### src/rtl/branch_predict_unit.sv
// Branch resolution and 2-bit bimodal direction predictor with a single BHT.
// Also tracks resolved-branch and misprediction counts.
module branch_predict_unit #(
  parameter int unsigned BHT_ENTRIES = 16
) (
  input  logic        clk_i,
  input  logic        rst_i,
  input  logic [31:0] if_pc_i,
  output logic        pred_taken_o,
  input  logic        ex_valid_i,
  input  logic        ex_is_branch_i,
  input  logic [2:0]  ex_funct3_i,
  input  logic [31:0] ex_pc_i,
  input  logic [31:0] ex_target_i,
  input  logic        ex_pred_taken_i,
  output logic        BrUn_o,
  input  logic        BrEq_i,
  input  logic        BrLt_i,
  output logic        br_taken_o,
  output logic        mispredict_o,
  output logic [31:0] redirect_pc_o,
  output logic [31:0] br_cnt_o,
  output logic [31:0] mispred_cnt_o
);

  localparam int unsigned IDX_W = $clog2(BHT_ENTRIES);

  typedef enum logic [1:0] {
    SNT = 2'b00,
    WNT = 2'b01,
    WT  = 2'b10,
    ST  = 2'b11
  } ctr_e;

  ctr_e              r_bht [BHT_ENTRIES];
  logic [31:0]       r_br_cnt;
  logic [31:0]       r_mispred_cnt;

  logic [IDX_W-1:0]  w_if_idx;
  logic [IDX_W-1:0]  w_ex_idx;
  logic [1:0]        w_if_ctr;
  logic              w_legal;
  logic              w_cond;
  logic              w_resolve;
  logic              w_unused;

  function automatic ctr_e ctr_next(input ctr_e c, input logic up);
    ctr_e n;
    n = c;
    unique case (c)
      SNT: n = up ? WNT : SNT;
      WNT: n = up ? WT  : SNT;
      WT:  n = up ? ST  : WNT;
      ST:  n = up ? ST  : WT;
      default: n = WNT;
    endcase
    return n;
  endfunction

  assign w_if_idx     = if_pc_i[IDX_W+1:2];
  assign w_ex_idx     = ex_pc_i[IDX_W+1:2];
  assign w_if_ctr     = r_bht[w_if_idx];
  // Lookup reads the registered table directly: a same-cycle update is not bypassed.
  assign pred_taken_o = w_if_ctr[1];
  assign w_unused     = ^{if_pc_i[31:IDX_W+2], if_pc_i[1:0]};

  assign BrUn_o = (ex_funct3_i == 3'b110) || (ex_funct3_i == 3'b111);

  always_comb begin
    w_cond  = 1'b0;
    w_legal = 1'b1;
    unique case (ex_funct3_i)
      3'b000:         w_cond = BrEq_i;
      3'b001:         w_cond = !BrEq_i;
      3'b100, 3'b110: w_cond = BrLt_i;
      3'b101, 3'b111: w_cond = !BrLt_i;
      default:        w_legal = 1'b0;
    endcase
  end

  always_comb begin
    w_resolve     = ex_valid_i && ex_is_branch_i && w_legal;
    br_taken_o    = w_resolve && w_cond;
    mispredict_o  = w_resolve && (br_taken_o != ex_pred_taken_i);
    redirect_pc_o = '0;
    if (mispredict_o) begin
      redirect_pc_o = br_taken_o ? ex_target_i : (ex_pc_i + 32'd4);
    end
  end

  always_ff @(posedge clk_i) begin
    if (rst_i) begin
      for (int unsigned i = 0; i < BHT_ENTRIES; i++) begin
        r_bht[i] <= WNT;
      end
      r_br_cnt      <= '0;
      r_mispred_cnt <= '0;
    end else if (w_resolve) begin
      r_bht[w_ex_idx] <= ctr_next(r_bht[w_ex_idx], br_taken_o);
      if (r_br_cnt != '1) begin
        r_br_cnt <= r_br_cnt + 32'd1;
      end
      if (mispredict_o && (r_mispred_cnt != '1)) begin
        r_mispred_cnt <= r_mispred_cnt + 32'd1;
      end
    end
  end

  assign br_cnt_o      = r_br_cnt;
  assign mispred_cnt_o = r_mispred_cnt;

endmodule

### config.mk
export PLATFORM = sky130hd
export DESIGN_NAME = branch_predict_unit
export DESIGN_NICKNAME = d
export VERILOG_FILES = /design/src/rtl/branch_predict_unit.sv
export SDC_FILE = /design/constraint.sdc
export NUM_CORES = 1
export LEC_CHECK = 0
export ABC_AREA = 1
export CORE_UTILIZATION = 53
export DETAILED_ROUTE_END_ITERATION = 16
export GPL_ROUTABILITY_DRIVEN = 0
export GPL_TIMING_DRIVEN = 0
export HOLD_SLACK_MARGIN = 0.08
export MAX_ROUTING_LAYER = met4
export PLACE_DENSITY = 0.87
export SYNTH_ARGS = -nofsm -noshare
export SYNTH_HDL_FRONTEND = slang
export SYNTH_SLANG_ARGS = --single-unit
### constraint.sdc
create_clock -name clk_i -period 6.85 [get_ports clk_i]
set_input_delay 1.7125 -clock clk_i [delete_from_list [all_inputs] [get_ports clk_i]]
set_output_delay 1.7125 -clock clk_i [all_outputs]
set_load 0.03 [all_outputs]
==> flow_summary.yaml, run 1 <==
clock_network:
  clkLatencyLatePin_ns: 0.35
  cts_hold_buf: 0
  clock_sinks: 96
  cts_tree: "built"
  cts_made_buffers: 9
  cts_resized: 0
  cts_setup_buffers: 0
  cts_root_buf: "clkbuf_16"
  cts_buffer_depth: 2
  htree_levels: 3
  cts.clk_slew.worst_paths_ns: 0.07
floorplanning:
  num_io_pins: 206
  core-area_sq_um: 13500
  rows: 42
  initial_core_util_pct: 55.3
  die_x_um: 121
  die_height_um: 121
  die_area_sq_um: 14600
pwr:
  p_sw_share_pct: 26.4
  p_leak_nw: 3.88
  seqPwrFrac_pct: 43.6
  pwr-share-comb_pct: 16.6
  total_power_mw: 1.37
  clockPowerShare_pct: 39.8
  power.switching_mw: 0.361
  internal_power_mw: 1.01
  vdd_drop_max_mv: 0.156
  power_density_nw_per_um2: 140
critical_path:
  crit_type: "in -> out"
  critPathRequiredTime_ns: 5.14
  worstSetupEndpointType: "primary output"
  path_max_fanout: 10
  cp-start-kind: "input pin"
  worstPathArrival_ns: 4.38
logic_synthesis:
  synth_top_area_share_pct: 23.8
  synthCells: 1245
  seq_area_frac_synth_pct: 30.0
  ys_seq_elements: 96
  syn-cell-area_sq_um: 7460
  ys_warn_count: 0
  synth_nets: 1357
  avgSynthCellArea_sq_um: 6.00
  yosys-top-cells-area: "nand2_1 (24%), dfxtp_1 (17%), edfxtp_1 (13%)"
  yosys.area.top_type: "nand2_1"
  synth_cell_types: 36
outcome:
  outcome: "complete, no violations"
finish:
  nNetsFinal: 1544
  drive_gt1_share_pct: 5.43
  area_growth_pct: 30.8
  n_antenna_cell: 0
  seqCellArea_sq_um: 2240
  final_util_pct: 72.3
  fillers: 1159
  multiInputGateArea_sq_um: 4500
sta:
  fin_crit_ns: 6.10
  maxSlewHeadroom_pct: 57.7
  setup_tns_ns: 0
  setup_viol: 0
  drv_slew: 0
  fin_ws_ns: 0.753
  rsz0062_at_grt: "false"
  period_share_pct: 89.0
  finClkSkew_ns: 0.0131
  hold_violations: 0
  tightest_slew_ns: 0.634
  fmaxAchievable_ghz: 0.164
flow_run:
  drv_cap: 0
global_routing:
  grt_antenna_before_repair: 0
  overflow: 0
  grt_pass1_vias: 7795
  grt_pass1_wl_um: 37100
  grt_max_degree: 17
  grt_usage_pct: 32.8
routing:
  antenna_left: 0
  wl_per_cell_um: 14.4
  wl_um: 23300
  vias: 8648
  dr.pass1.iters: 5
  drc: 0
  vias_per_cell: 5.36
  drt_iter0_drc: 736
placement:
  place_hpwl_um: 18000
  post-place-ws_ns: 0.758
  io_buffers: 176
min_path:
  holdCritPathClass: "reg -> reg"
## worst max-delay path, cell delays in order
cell	delay, ns
clkdlybuf4s50_1	0.53
inv_1	0.09
a21oi_4	0.25
nand3_2	0.27
clkbuf_1	0.38
a211oi_1	0.40
clkdlybuf4s50_1	0.75
## placed cells by master (no fill, tap or decap), drive strengths merged
master,n
a211oi,3
a21oi,75
buf,26
bufinv,2
clkbuf,22
clkdlybuf4s50,176
clkinv,1
clkinvlp,2
dfxtp,64
edfxtp,32
ha,6
inv,130
nand2,484
nand3,62
nand3b,26
nand4,5
nor2,211
nor3,22
nor3b,1
o211ai,12
o21ai,28
o221ai,1
or2,3
xnor2,11
xor2,32
## Yosys cell counts, drive strengths merged
cell,number
a211oi,3
a21oi,75
buf,26
clkbuf,12
clkinv,1
dfxtp,64
edfxtp,32
ha,6
inv,128
nand2,484
nand3,62
nand3b,26
nand4,5
nor2,211
nor3,22
nor3b,1
o211ai,12
o21ai,28
o221ai,1
or2,3
xnor2,11
xor2,32
## path summary, 6_finish.rpt
check	startpoint	to	slack (ns)	depth (start not counted)
worst min-delay path	mispred_cnt_o[31]$_SDFFE_PP0P_	mispred_cnt_o[31]$_SDFFE_PP0P_	0.51	2
worst max register to register	mispred_cnt_o[0]$_SDFFE_PP0P_	mispred_cnt_o[28]$_SDFFE_PP0P_	4.68	11
worst max-delay path	ex_funct3_i[2]	redirect_pc_o[4]	0.75	7
worst min register to register	mispred_cnt_o[31]$_SDFFE_PP0P_	mispred_cnt_o[31]$_SDFFE_PP0P_	0.51	2
## stage by stage
step,hold WS (ns),cell area [sq um],std cells
global route,0.547,9770,1613
finish,0.509,9770,1613
CTS,0.516,9770,1613
global placement,0.498,9450,1597
detailed placement,0.498,9450,1597
floorplan,0.611,7460,1245
## power groups by stage
stage | Sequential (mW) | Combinational [mW] | Clock, mW
finish | 0.597 | 0.227 | 0.545
global route | 0.598 | 0.246 | 0.571
CTS | 0.597 | 0.226 | 0.546
detailed placement | 0.610 | 0.224 | 0
global placement | 0.610 | 0.222 | 0
floorplan | 0.611 | 0.120 | 0
## logic make-up after synthesis
family,after synthesis,share of synthesized area [%]
compound gates,119,8.73
flops,96,30.0
fa+ha+maj,6,1.01
simple gates,814,45.5
buf+inv,167,9.65
xor+xnor,43,5.05
## flip-flops by register name, summed over array words and instances, names as in the netlist
name,flops
r_bht,32
mispred_cnt_o,32
br_cnt_o,32
## area by class of cell
type | count | area share, %
well taps | 176 | 2.25
plain buffers | 38 | 2.42
multi-input cells | 982 | 46.1
clock inverters | 6 | 0.922
inverters | 129 | 4.96
repair buffers | 176 | 18.0
flip-flops and latches | 96 | 23.0
clock buffers | 10 | 2.34
## per-layer routing
layer | share of wire [%] | GRT usage (%) | vias up
met4 | 3.1 | 11.7 | 0
met3 | 9.4 | 5.57 | 64
met1 | 40 | 38.1 | 3855
met2 | 48 | 57.1 | 455
li1 | - | - | 4274
met5 | 0 | - | -
(Power assumes the default switching activity.)
==> run 2, diff against run 1 <==
Settings changed: SLEW_MARGIN set to 5.
==> results of run 2 <==
Final layout, timing and power as in run 1 (identical DEF).
==> run 3, diff against run 2 <==
Settings changed: PLACE_DENSITY 0.87 to 0.84.
==> run 3 against run 2 <==
Non-clock buffer count is the same. Design area is 0.18% lower. Combinational power is essentially flat. Die area did not move. Via count fell by 1.8%. Critical endpoint is now redirect_pc_o[14].
==> flow_summary.yaml, run 3 (synthesized netlist as in run 1, its figures left out) <==
flow_run:
  drv_cap: 0
critical_path:
  path_max_fanout: 5
  worst_path_dominant_cell_family: "buffers and inverters"
  worstSetupEndpointType: "primary output"
  crit_type: "in -> out"
  slowest_delay_ns: 0.67
  r2r-start: "mispred_cnt_o[0]$_SDFFE_PP0P_"
  cp_cell_sequence: "clkdlybuf4s50_1, ha_1, inv_1, nor2_4, inv_1, nor2_1, xor2_1, nor2_1, nor2_1, clkdlybuf4s50_1"
  path_buf_inv: 4
  critPathLaunch: "ex_pc_i[3]"
  critPathRequiredTime_ns: 5.14
  worstPathArrival_ns: 4.39
  cpMostUsedCell: "nor2_1"
  rrSetupSlack_ns: 4.68
  cp-start-kind: "input pin"
  critPathSlowestCell: "clkdlybuf4s50_1"
clock_network:
  cts_tree: "built"
  htree_levels: 3
  cts.clk_slew.worst_paths_ns: 0.08
  cts_root_buf: "clkbuf_16"
  cts_setup_buffers: 0
  cts_made_buffers: 9
  cts_resized: 0
  clock_sinks: 96
  cts_hold_buf: 0
  clkLatencyLatePin_ns: 0.35
  cts_buffer_depth: 2
finish:
  finalNonFillerCells: 1613
  drive_gt1_share_pct: 5.50
  area_growth_pct: 30.6
  final_util_pct: 72.2
  fillers: 1188
  mostFrequentLayoutCell: "nand2_1"
  n_antenna_cell: 0
  layout_common_cells: "nand2_1 (474), nor2_1 (199), clkdlybuf4s50_1 (176)"
  nNetsFinal: 1544
global_routing:
  grt_antenna_before_repair: 0
  overflow: 0
  grt_pass1_wl_um: 36300
  grt_max_degree: 21
  grt_usage_pct: 32.2
  grt_pass1_vias: 7636
placement:
  dp.cells: 1597
  io_buffers: 176
  place_hpwl_um: 17900
pwr:
  vdd_drop_max_mv: 0.138
  total_power_mw: 1.33
  power_density_nw_per_um2: 136
  p_leak_nw: 3.88
routing:
  dr.pass1.iters: 5
  wl_per_cell_um: 14.1
  vias: 8494
  wl_um: 22700
  drc: 0
  drt_iter0_drc: 717
  antenna_left: 0
  vias_per_cell: 5.27
sta:
  maxSlewHeadroom_pct: 60.0
  drv_slew: 0
  whs_ns: 0.514
  tightest_slew_ns: 0.600
  period_share_pct: 89.1
  setup_viol: 0
  finClkSkew_ns: 0.0149
  hold_violations: 0
  fin_crit_ns: 6.11
  rsz0062_at_grt: "false"
  setup_tns_ns: 0
  fmaxAchievable_ghz: 0.164
floorplanning:
  initial_core_util_pct: 55.3
  rows: 42
  die_height_um: 121
  core-area_sq_um: 13500
  die_area_sq_um: 14600
  num_io_pins: 206
  die_x_um: 121
min_path:
  hold_start: "mispred_cnt_o[31]$_SDFFE_PP0P_"
  holdCritPathClass: "reg -> reg"
outcome:
  outcome: "complete, no violations"
## run 3: cell types whose count changed in the layout (fill, tap and decap cells not counted), sizes merged
cell / previous run / this run
bufinv: 2 / 0
clkinv: 1 / 3
inv: 130 / 133
clkinvlp: 2 / 0
clkbuf: 22 / 21
## run 3: worst min-delay path: stages (launching register included)
cell and delay (ns):
dfxtp_1 0.35, nand2_1 0.07, a21oi_1 0.05
## run 3: worst paths after layout
check,to,depth (start not counted)
hold / removal,mispred_cnt_o[31]$_SDFFE_PP0P_,2
hold reg to reg,mispred_cnt_o[31]$_SDFFE_PP0P_,2
setup reg to reg,mispred_cnt_o[22]$_SDFFE_PP0P_,11
setup / recovery,redirect_pc_o[14],10
## run 3: report_power, final
group | switching (mW) | internal (mW) | total (mW) | leakage [nW]
clock network | 0.246 | 0.260 | 0.506 | 0.149
logic | 0.133 | 0.0941 | 0.227 | 2.93
registers | 0.00442 | 0.593 | 0.597 | 0.803
total | 0.383 | 0.947 | 1.33 | 3.88
## run 3: routing by layer
metal	track usage, %	part of all wire (%)	up-vias
li1	-	-	4284
met5	-	0	-
met1	38.6	41	3786
met3	4.20	8.1	46
met2	55.4	48	378
met4	11.4	2.7	0
## run 3: per-stage QoR
step / cell area, sq um / worst slack (ns)
after global routing: 9750 / 0.573
final: 9750 / 0.743
after global placement: 9450 / 0.768
after floorplan: 7460 / 1.95
after detailed placement: 9450 / 0.752
after CTS: 9750 / 0.743
## run 3: layout make-up
type	count	area, sq um	share of cell area, %
buffer	38	236	2.43
inverter	129	484	4.97
multi-input combinational	982	4500	46.2
clock buffer	9	225	2.31
tap	176	220	2.26
clock inverter	7	76.3	0.783
sequential	96	2240	23.0
timing repair buffer	176	1760	18.1
